===== src/rtl/vga_scan_generator.sv =====
// VGA raster scan, sync and blanked colour generator for the pong display.
// Latency: PIXEL_H/PIXEL_V are the live counters; RGB and sync reach the pins PIPE clocks after the counter value.
// Backpressure: none. The scan free-runs every clock, and the engine must supply PIXEL one clock after the coordinates.
module vga_scan_generator #(
  parameter int H_ACTIVE = 800,
  parameter int H_FRONT  = 56,
  parameter int H_SYNC   = 120,
  parameter int H_BACK   = 64,
  parameter int V_ACTIVE = 600,
  parameter int V_FRONT  = 37,
  parameter int V_SYNC   = 6,
  parameter int V_BACK   = 23,
  parameter bit HS_POL   = 1'b1,
  parameter bit VS_POL   = 1'b1,
  parameter int PIPE     = 2
) (
  input  logic        VGA_CLOCK,
  input  logic        RESET_N,
  input  logic [2:0]  PIXEL,
  output logic [10:0] PIXEL_H,
  output logic [10:0] PIXEL_V,
  output logic        FRAME_END,
  output logic        VGA_R,
  output logic        VGA_G,
  output logic        VGA_B,
  output logic        VGA_HS,
  output logic        VGA_VS
);

  // All scan arithmetic is 11-bit unsigned.
  localparam logic [10:0] H_TOTAL  = 11'(H_ACTIVE + H_FRONT + H_SYNC + H_BACK);
  localparam logic [10:0] V_TOTAL  = 11'(V_ACTIVE + V_FRONT + V_SYNC + V_BACK);
  localparam logic [10:0] H_ACT    = 11'(H_ACTIVE);
  localparam logic [10:0] V_ACT    = 11'(V_ACTIVE);
  localparam logic [10:0] HS_START = 11'(H_ACTIVE + H_FRONT);
  localparam logic [10:0] HS_END   = 11'(H_ACTIVE + H_FRONT + H_SYNC);
  localparam logic [10:0] VS_START = 11'(V_ACTIVE + V_FRONT);
  localparam logic [10:0] VS_END   = 11'(V_ACTIVE + V_FRONT + V_SYNC);

  logic [10:0] h_cnt;
  logic [10:0] v_cnt;
  logic [10:0] h_next;
  logic [10:0] v_next;
  logic        h_last;
  logic        v_last;
  logic        active_now;
  logic        hs_now;
  logic        vs_now;
  logic        frame_end;

  // Pipeline stages hold "active"/"sync asserted" in positive logic; polarity is applied at the pins
  // so that a cleared stage always means blanked and sync-inactive.
  logic [PIPE-1:0] act_pipe;
  logic [PIPE-1:0] hs_pipe;
  logic [PIPE-1:0] vs_pipe;
  logic [2:0]      rgb_q;

  // Next counter values: horizontal wraps each line, vertical advances only on a horizontal wrap.
  always_comb begin
    h_last = (h_cnt == H_TOTAL - 11'd1);
    v_last = (v_cnt == V_TOTAL - 11'd1);
    h_next = h_last ? 11'd0 : h_cnt + 11'd1;
    v_next = v_cnt;
    if (h_last) begin
      v_next = v_last ? 11'd0 : v_cnt + 11'd1;
    end
  end

  // Region and sync decode from the current counter values, before pipeline alignment.
  always_comb begin
    active_now = (h_cnt < H_ACT) && (v_cnt < V_ACT);
    hs_now     = (h_cnt >= HS_START) && (h_cnt < HS_END);
    vs_now     = (v_cnt >= VS_START) && (v_cnt < VS_END);
  end

  // Scan counters and the frame-end strobe, which marks the first clock of vertical blanking.
  always_ff @(posedge VGA_CLOCK or negedge RESET_N) begin
    if (!RESET_N) begin
      h_cnt     <= 11'd0;
      v_cnt     <= 11'd0;
      frame_end <= 1'b0;
    end else begin
      h_cnt     <= h_next;
      v_cnt     <= v_next;
      frame_end <= (h_next == 11'd0) && (v_next == V_ACT);
    end
  end

  // Delay line aligning active/sync with the colour the engine returns for the same position.
  always_ff @(posedge VGA_CLOCK or negedge RESET_N) begin
    if (!RESET_N) begin
      act_pipe <= '0;
      hs_pipe  <= '0;
      vs_pipe  <= '0;
    end else begin
      act_pipe[0] <= active_now;
      hs_pipe[0]  <= hs_now;
      vs_pipe[0]  <= vs_now;
      for (int i = 1; i < PIPE; i++) begin
        act_pipe[i] <= act_pipe[i-1];
        hs_pipe[i]  <= hs_pipe[i-1];
        vs_pipe[i]  <= vs_pipe[i-1];
      end
    end
  end

  // Capture the engine colour; it arrives one clock after its coordinates.
  always_ff @(posedge VGA_CLOCK or negedge RESET_N) begin
    if (!RESET_N) begin
      rgb_q <= 3'b000;
    end else begin
      rgb_q <= PIXEL;
    end
  end

  assign PIXEL_H   = h_cnt;
  assign PIXEL_V   = v_cnt;
  assign FRAME_END = frame_end;

  // Colour is forced dark whenever the aligned position lies in blanking.
  assign VGA_R = rgb_q[2] & act_pipe[PIPE-1];
  assign VGA_G = rgb_q[1] & act_pipe[PIPE-1];
  assign VGA_B = rgb_q[0] & act_pipe[PIPE-1];

  assign VGA_HS = hs_pipe[PIPE-1] ? HS_POL : ~HS_POL;
  assign VGA_VS = vs_pipe[PIPE-1] ? VS_POL : ~VS_POL;

endmodule

===== config.mk =====
export PLATFORM = sky130hd
export DESIGN_NAME = vga_scan_generator
export DESIGN_NICKNAME = d
export VERILOG_FILES = /design/src/rtl/vga_scan_generator.sv
export SDC_FILE = /design/constraint.sdc
export NUM_CORES = 1
export LEC_CHECK = 0
export CAP_MARGIN = 10
export CORE_ASPECT_RATIO = 1.75
export CORE_MARGIN = 1
export CORE_UTILIZATION = 35
export DETAILED_ROUTE_END_ITERATION = 6
export PLACE_DENSITY = 0.63
export REMOVE_ABC_BUFFERS = 1
export SLEW_MARGIN = 5
export SYNTH_ARGS = -nofsm -noshare
export SYNTH_HDL_FRONTEND = slang
export SYNTH_SLANG_ARGS = --single-unit

===== constraint.sdc =====
create_clock -name VGA_CLOCK -period 3.58 [get_ports VGA_CLOCK]
set_input_delay 0.716 -clock VGA_CLOCK [delete_from_list [all_inputs] [get_ports VGA_CLOCK]]
set_output_delay 0.716 -clock VGA_CLOCK [all_outputs]
set_load 0.1 [all_outputs]

* Yosys cells after proc, flatten, opt, wreduce, memory -nomap -nowiden
Cells that the tools add are included.
** Operators by class
- Equal/unequal tests :: 3
- Magnitude comparators :: 6
- Reductions and logical operators :: 5
- Muxes and demuxes :: 5
- $add $sub $neg :: 2
- Bitwise operators :: 3
** Operators by type and width (count)
- less-than comparator 11 x 10 -> 1 bit (second input constant) :: 4
- 2-to-1 mux 11 bit :: 3
- adder 11 x 1 -> 11 bit (second input constant) :: 2
- equality test 11 x 10 -> 1 bit (second input constant) :: 2
- >= comparator 11 x 10 -> 1 bit (second input constant) :: 2
- equality test 11 bit (second input constant) :: 1
- logical NOT 11 bit :: 1
- logical AND 1 bit :: 4
- bitwise AND 1 bit :: 3
- 2-to-1 mux 1 bit :: 2
** Word-level totals
- Register bits :: 32
- Output and inout port bits :: 28

* Longest topological paths before layout
Gate-level depths: netlist of the first run.
- Depth in word-level cells :: 5
- Mapped depth :: 10
- Mapped depth without buffers :: 8

* Least setup slack after synthesis of the first run
Ideal clock, no wire load.
- Kind :: reg2reg
- Start :: reg h_cnt[0] (netlist: PIXEL_H[0])
- End :: reg frame_end (netlist: FRAME_END)
- Clock period less this slack :: 3.306 ns
- Arrival time :: 3.211 ns
- Data required time :: 3.484 ns
- Cell stages (with the launch flop) :: 10
- Setup slack :: 0.274 ns
- Cells stage by stage :: dfrtp_1 -> ha_1 -> clkbuf_1 -> nand4b_1 -> or3_1 -> buf_2 -> or3_4 -> o22ai_2 -> or4b_1 -> nor4_2
** Between the ends
- Word-level cells in the longest chain between the ends :: 4
- Elaborated cells on any way between the ends :: 7
- Those cells by class :: 1 x add/sub; 2 x eq/ne; 2 x mux; 2 x reduce/logical
** RTL lines
- start: declaration :: line 40 : logic [10:0] h_cnt;
- start signal: assignment :: line 83 : h_cnt <= h_next;
- equality test 11 bit :: line 60 : h_last = (h_cnt == H_TOTAL - 11'd1);
- 2-to-1 mux 11 bit :: line 64 : if (h_last) begin
- via v_next[9] :: line 43 : logic [10:0] v_next;
- equality test 11 x 10 -> 1 bit :: line 85 : frame_end <= (h_next == 11'd0) && (v_next == V_ACT);
- logical AND 1 bit :: line 85
- end signal: assignment :: line 85
- end: declaration :: line 49 : logic frame_end;
The timed path passes the listed nets, and every way through them passes these cells.

* Final worst setup path of the first run
- Start :: reg h_cnt[5] (netlist: PIXEL_H[5])
- End :: reg frame_end (netlist: FRAME_END)
Same word-level chain as after synthesis.

==> results of run 1 <==
==> placed cells by master (no fill, tap or decap), types with 2 or more instances in the layout <==
cell             instances
a21oi_1                  6
a31oi_1                  4
and2_1                   4
and3_1                   5
and4_1                   3
buf_4                   16
clkbuf_8                 5
clkdlybuf4s50_1         18
dfrtp_1                 32
ha_1                     4
inv_1                    6
nand2_1                 14
nand3_1                 11
nand4_1                  5
nor2_1                  11
nor3_1                   7
nor3b_1                  2
nor4_1                   3
o21ai_0                 12
o31ai_1                  2
or3_1                    3
or3_4                    2
xnor2_1                  8
xor2_1                   5
==> kinds of logic (layout without fill, tap and decap cells) <==
family                   after synthesis  in the layout  synth area share
AO/OA/AOI/OAI                         34             34             0.128
XOR/XNOR                              13             13            0.0668
adder cells (fa/ha/maj)                4              4            0.0294
buffers and inverters                 20             48            0.0499
flip-flops                            32             32             0.470
AND/OR/NAND/NOR                       77             77             0.256
==> synthesized netlist by cell type (5+ instances only) <==
| cell type | number |
|---|---|
| a21oi_1 | 6 |
| and3_1 | 5 |
| clkbuf_1 | 11 |
| dfrtp_1 | 32 |
| inv_1 | 6 |
| nand2_1 | 14 |
| nand3_1 | 11 |
| nand4_1 | 5 |
| nor2_1 | 11 |
| nor3_1 | 7 |
| o21ai_0 | 12 |
| xnor2_1 | 8 |
| xor2_1 | 5 |
==> worst register-to-register path: cells and delay by family, from the launching register on <==
family | cells | cell delay [ns]
XOR/XNOR | 1 | 0.13
AND/OR/NAND/NOR | 5 | 2.20
flip-flops | 1 | 0.47
==> per-layer routing <==
| layer | up-vias | share of wire | wire, microns |
|---|---|---|---|
| met1 | 695 | 0.41 | 1630 |
| li1 | 696 | - | - |
| met4 | 0 | 0.029 | 116 |
| met5 | - | 0 | 0 |
| met3 | 8 | 0.030 | 122 |
| met2 | 33 | 0.54 | 2150 |
==> worst paths after layout <==
kind	slack, ns	cells after the start	endpoint
setup / recovery	0.68	6	FRAME_END
hold / removal	0.35	0	vs_pipe[1]
setup reg to reg	0.68	6	FRAME_END
hold reg to reg	0.35	0	vs_pipe[1]
max in group asynchronous	2.46	2	hs_pipe[0]
min in group asynchronous	0.82	2	PIXEL_V[3]
==> where the power goes <==
group,switching [W],internal (W)
registers,0.000000363,0.000363
logic,0.0000213,0.00000814
clock network,0.000142,0.000206
total,0.000164,0.000577
==> state kept, by name (all words and copies together), names as in the netlist <==
register   count
vs_pipe        2
act_pipe       2
FRAME_END      1
PIXEL_H       11
rgb_q          3
hs_pipe        2
PIXEL_V       11
==> cell type report <==
cell class	instances	area [sq um]
clock buffer	5	68.8
clock inverter	3	42.5
fill	466	2550
inverter	6	22.5
multi-input combinational	128	818
sequential	32	801
tap	52	65.1
timing repair buffer	34	300
==> per-stage QoR <==
step / util / setup slack (ns) / hold slack [ns] / power [W]
finish: 0.454 / 0.682 / 0.351 / 0.000741
global route: 0.454 / 0.453 / 0.356 / 0.000767
CTS: 0.454 / 0.682 / 0.354 / 0.000748
detailed placement: 0.430 / 0.724 / 0.338 / 0.000401
global placement: 0.430 / 0.792 / 0.332 / 0.000401
floorplan: - / 0.260 / 0.331 / 0.000385
==> results.py, run 1 <==
metrics = {
    "critical_path": {
        "end_kind": "register",
        "worstSetupPathType": "reg -> reg",
        "crit_arrival_ns": 3.09,
        "required_ns": 3.77,
        "critical-path-top-delay-family": "simple AND/OR/NAND/NOR gates",
        "critPathBufInv": 0,
        "crit_chain": "or3_4 -> or3_1 -> nor4_1 -> xor2_1 -> or4b_1 -> nor4_2",
        "cp_max_fo": 15,
        "worst_path_max_delay_cell": "or3_1",
        "cp-start-kind": "register",
        "max_stage_delay_ns": 0.57,
        "timing.rr.start": "PIXEL_H[5]",
        "crit_start": "PIXEL_H[5]",
    },
    "yosys": {
        "yosys_register_bits": 32,
        "synth_area_leaders": "dfrtp_1 47%, xnor2_1 4.1%, o21ai_0 3.5%, nand3_1 3.2%, nand2_1 3.1%",
        "synth_ff_type": "dfrtp_1",
        "postSynthCellCount": 180,
        "synth_edf_count": 0,
        "synth_top_area_frac": 0.470,
        "syn_area_sq_mm": 0.00170,
        "ys_types": 41,
        "yosys_warnings": 0,
        "synth_top_area_cell": "dfrtp_1",
        "syn_area_per_cell_sq_um": 9.47,
        "ys_async_sr_fraction": 1.00,
        "ys_seq_area_frac": 0.470,
    },
    "sta": {
        "tightest_slew_ns": 0.970,
        "fin_crit_ns": 2.90,
        "rsz0062_at_grt": "false",
        "setup_tns_ns": 0,
        "timing_hold_violations_final": 0,
        "slew_viol_final": 0,
        "setup_viol": 0,
        "slew_headroom": 0.351,
        "timing.final.crit_share": 0.809,
        "skew_ns": 0.00699,
        "max_freq_mhz": 345,
    },
    "grt": {
        "grt_max_degree": 33,
        "gr-max-usage-layer": "met2",
        "grt_first_pass_wirelength_microns": 6780,
        "grt.met1_usage": 0.221,
        "grt_pass1_vias": 1380,
        "gr-total-overflow": 0,
        "track_usage": 0.182,
        "use_met3": 0.0405,
        "gr-usage-met2": 0.287,
        "antenna_found_initial": 0,
    },
    "cts": {
        "numCtsBuffers": 5,
        "cts_sinks": 32,
        "insertion_delay_ns": 0.29,
        "cts.htree.levels": 2,
        "ctsResizeCount": 0,
        "clkTransAtPathRegs_ns": 0.07,
        "clockRootBuffer": "clkbuf_8",
        "cts_tree": "yes",
        "clockBufferDepth": 2,
        "post_cts_buffers": 0,
        "cts_hold_buffers": 0,
    },
    "pwr": {
        "p_leak_nw": 0.873,
        "vdd_drop_max_mv": 0.264,
        "p_per_area_mw_per_mm2": 350,
    },
    "die": {
        "die_w_microns": 54.7,
        "die_h_microns": 94.3,
        "design.core.area_sq_mm": 0.00467,
        "rows": 33,
        "pin_count": 33,
        "die-area_sq_mm": 0.00516,
        "start_util": 0.365,
    },
    "finish": {
        "finalNonFillerCells": 260,
        "fin_area_sq_mm": 0.00212,
        "fin_nets": 216,
        "drive_above_1_share": 0.139,
        "synthToLayoutAreaGrowth_pct": 24.3,
        "antennaDiodeCount": 0,
    },
    "place": {
        "dpl_cell_area_sq_mm": 0.00201,
        "dp_hpwl_microns": 2940,
        "gp_congestion": 0.832,
        "io_buffers": 32,
        "dp_cells": 252,
    },
    "route": {
        "drc": 0,
        "firstDrtPassIters": 4,
        "ant_nets": 0,
        "drt-initial-drc-count": 24,
        "dr_total_vias": 1432,
        "avgViaCountPerCell": 5.51,
        "wl_microns": 4020,
        "wl_per_cell_microns": 15.5,
    },
    "hold_path": {
        "hold_class": "reg -> reg",
        "holdCritStartpoint": "vs_pipe[0]",
    },
    "flow_run": {
        "maxCapViolCount": 0,
    },
    "status": {
        "outcome": "completed",
    },
}
Power figures use the tool's default switching activity.
==> run 2: changes to the inputs <==
--- a/config.mk
+++ b/config.mk
@@ -10,7 +10,7 @@
 export CORE_MARGIN = 1
 export CORE_UTILIZATION = 35
 export DETAILED_ROUTE_END_ITERATION = 6
-export PLACE_DENSITY = 0.63
+export PLACE_DENSITY = 0.65
 export REMOVE_ABC_BUFFERS = 1
 export SLEW_MARGIN = 5
 export SYNTH_ARGS = -nofsm -noshare
==> constraint.sdc (replaced) <==
create_clock -name VGA_CLOCK -period 2.65 [get_ports VGA_CLOCK]
set_input_delay 0.53 -clock VGA_CLOCK [delete_from_list [all_inputs] [get_ports VGA_CLOCK]]
set_output_delay 0.53 -clock VGA_CLOCK [all_outputs]
set_load 0.1 [all_outputs]
==> run 2 against run 1 <==
Compared with the run above:
- combinational power rose by 33%
- critical endpoint unchanged
- setup slack got worse by 0.55 ns
- first-iteration DRC count rose by 46%
- via count rose by 9.8%
- core utilization rose by 2.9 points
- register-to-register slack got worse by 0.55 ns
==> results.py, run 2 (same netlist as run 1, synthesis figures left out) <==
metrics = {
    "status": {
        "outcome": "completed",
    },
    "place": {
        "io_buffers": 32,
        "gp_congestion": 0.851,
        "dp_hpwl_microns": 3340,
        "place_ws_ns": 0.0520,
        "dpl_cell_area_sq_mm": 0.00213,
        "dp_cells": 273,
    },
    "pwr": {
        "clkPwrFrac": 0.471,
        "vdd_drop_max_mv": 0.552,
        "seq_power_share": 0.490,
        "power_switching_w": 0.000223,
        "comb_power_share": 0.039,
        "sw_frac_of_total": 0.223,
        "power.internal_w": 0.000779,
        "p_leak_nw": 1.01,
        "p_per_area_mw_per_mm2": 445,
    },
    "sta": {
        "setup_viol": 0,
        "slew_headroom": 0.629,
        "timing.final.crit_share": 0.952,
        "rsz0062_at_grt": "false",
        "tightest_slew_ns": 0.549,
        "skew_ns": 0.00281,
        "setup_slack_ns": 0.128,
        "fin_hold_ws_ns": 0.352,
        "slew_viol_final": 0,
        "timing_hold_violations_final": 0,
        "max_freq_mhz": 397,
        "fin_crit_ns": 2.52,
    },
    "route": {
        "drt-initial-drc-count": 35,
        "wl_per_cell_microns": 15.8,
        "firstDrtPassIters": 4,
        "dr_total_vias": 1573,
        "drc": 0,
        "ant_nets": 0,
        "avgViaCountPerCell": 5.60,
        "wl_microns": 4440,
    },
    "cts": {
        "cts_hold_buffers": 0,
        "cts_sinks": 32,
        "clockBufferDepth": 2,
        "insertion_delay_ns": 0.28,
        "cts.htree.levels": 2,
        "clkTransAtPathRegs_ns": 0.07,
        "clockRootBuffer": "clkbuf_8",
        "numCtsBuffers": 5,
        "post_cts_buffers": 0,
        "ctsResizeCount": 0,
        "cts_tree": "yes",
    },
    "grt": {
        "antenna_found_initial": 0,
        "use_met3": 0.0372,
        "grt.met1_usage": 0.211,
        "gr-total-overflow": 0,
        "grt_max_degree": 33,
        "gr-max-usage-layer": "met2",
        "gr-usage-met2": 0.354,
        "track_usage": 0.201,
        "grt_pass1_vias": 1554,
        "grt_first_pass_wirelength_microns": 7380,
    },
    "finish": {
        "fin_area_sq_mm": 0.00225,
        "finalNonFillerCells": 281,
        "fin_nets": 237,
        "layout_common_cells": "51 x buf_4, 32 x dfrtp_1, 14 x nand2_1",
        "layout_commonest_cell": "buf_4",
        "synthToLayoutAreaGrowth_pct": 32.2,
        "drive_above_1_share": 0.288,
        "antennaDiodeCount": 0,
        "n_fill_cell": 455,
    },
    "hold_path": {
        "hold_class": "reg -> reg",
    },
    "die": {
        "die_w_microns": 54.7,
        "design.core.area_sq_mm": 0.00467,
        "rows": 33,
        "die_h_microns": 94.3,
        "start_util": 0.365,
        "pin_count": 33,
        "die-area_sq_mm": 0.00516,
    },
    "critical_path": {
        "cp_max_fo": 5,
        "cp-start-kind": "register",
        "worstSetupPathType": "reg -> reg",
        "required_ns": 2.85,
        "crit_arrival_ns": 2.72,
        "end_kind": "register",
    },
    "flow_run": {
        "maxCapViolCount": 0,
    },
}
==> run 2: changes by cell type in the layout (fill, tap and decap cells not counted), sizes merged <==
cell | previous run | this run
clkdlybuf4s50 | 18 | 4
buf | 16 | 51
==> run 2: metal layers <==
metal | routed length [microns] | vias up
li1 | - | 744
met1 | 1660 | 772
met2 | 2440 | 43
met3 | 155 | 14
met4 | 183 | 0
met5 | 0 | -
==> run 2: final timing paths <==
path / to / slack, ns / start / cells past startpoint
setup / recovery: FRAME_END / 0.13 / PIXEL_H[9] / 6
min in group asynchronous: PIXEL_V[1] / 0.64 / RESET_N / 2
setup reg to reg: FRAME_END / 0.13 / PIXEL_H[9] / 6
hold reg to reg: act_pipe[1] / 0.35 / act_pipe[0] / 0
max in group asynchronous: hs_pipe[1] / 1.71 / RESET_N / 2
hold / removal: act_pipe[1] / 0.35 / act_pipe[0] / 0
==> run 2: cell type report <==
type | count | area [sq um] | share of cell area
multi-input combinational | 128 | 830 | 0.368
sequential | 32 | 801 | 0.356
timing repair buffer | 55 | 423 | 0.188
clock buffer | 5 | 68.8 | 0.0306
tap | 52 | 65.1 | 0.0289
clock inverter | 3 | 42.5 | 0.0189
inverter | 6 | 22.5 | 0.0100
==> run 2: worst max-delay path, stage by stage (launching register included) <==
cell	delay, ns
dfrtp_1	0.38
or3b_1	0.42
or3_4	0.41
or3_4	0.41
o22ai_2	0.11
or4b_1	0.47
nor4_2	0.24
==> run 2: power groups by stage <==
stage                     logic (W)  registers, W  clock network (W)
after floorplan           0.0000195      0.000500                  0
after global placement    0.0000397      0.000500                  0
after detailed placement  0.0000402      0.000500                  0
after CTS                 0.0000402      0.000491           0.000478
after global routing      0.0000425      0.000491           0.000503
final                     0.0000391      0.000491           0.000472
==> run 2: stage by stage <==
step                      setup TNS [ns]  power (W)  utilization
after floorplan                   -0.761   0.000520            -
after global placement                 0   0.000540        0.456
after detailed placement               0   0.000540        0.456
after CTS                              0    0.00101        0.480
after global routing                   0    0.00104        0.483
final                                  0    0.00100        0.483
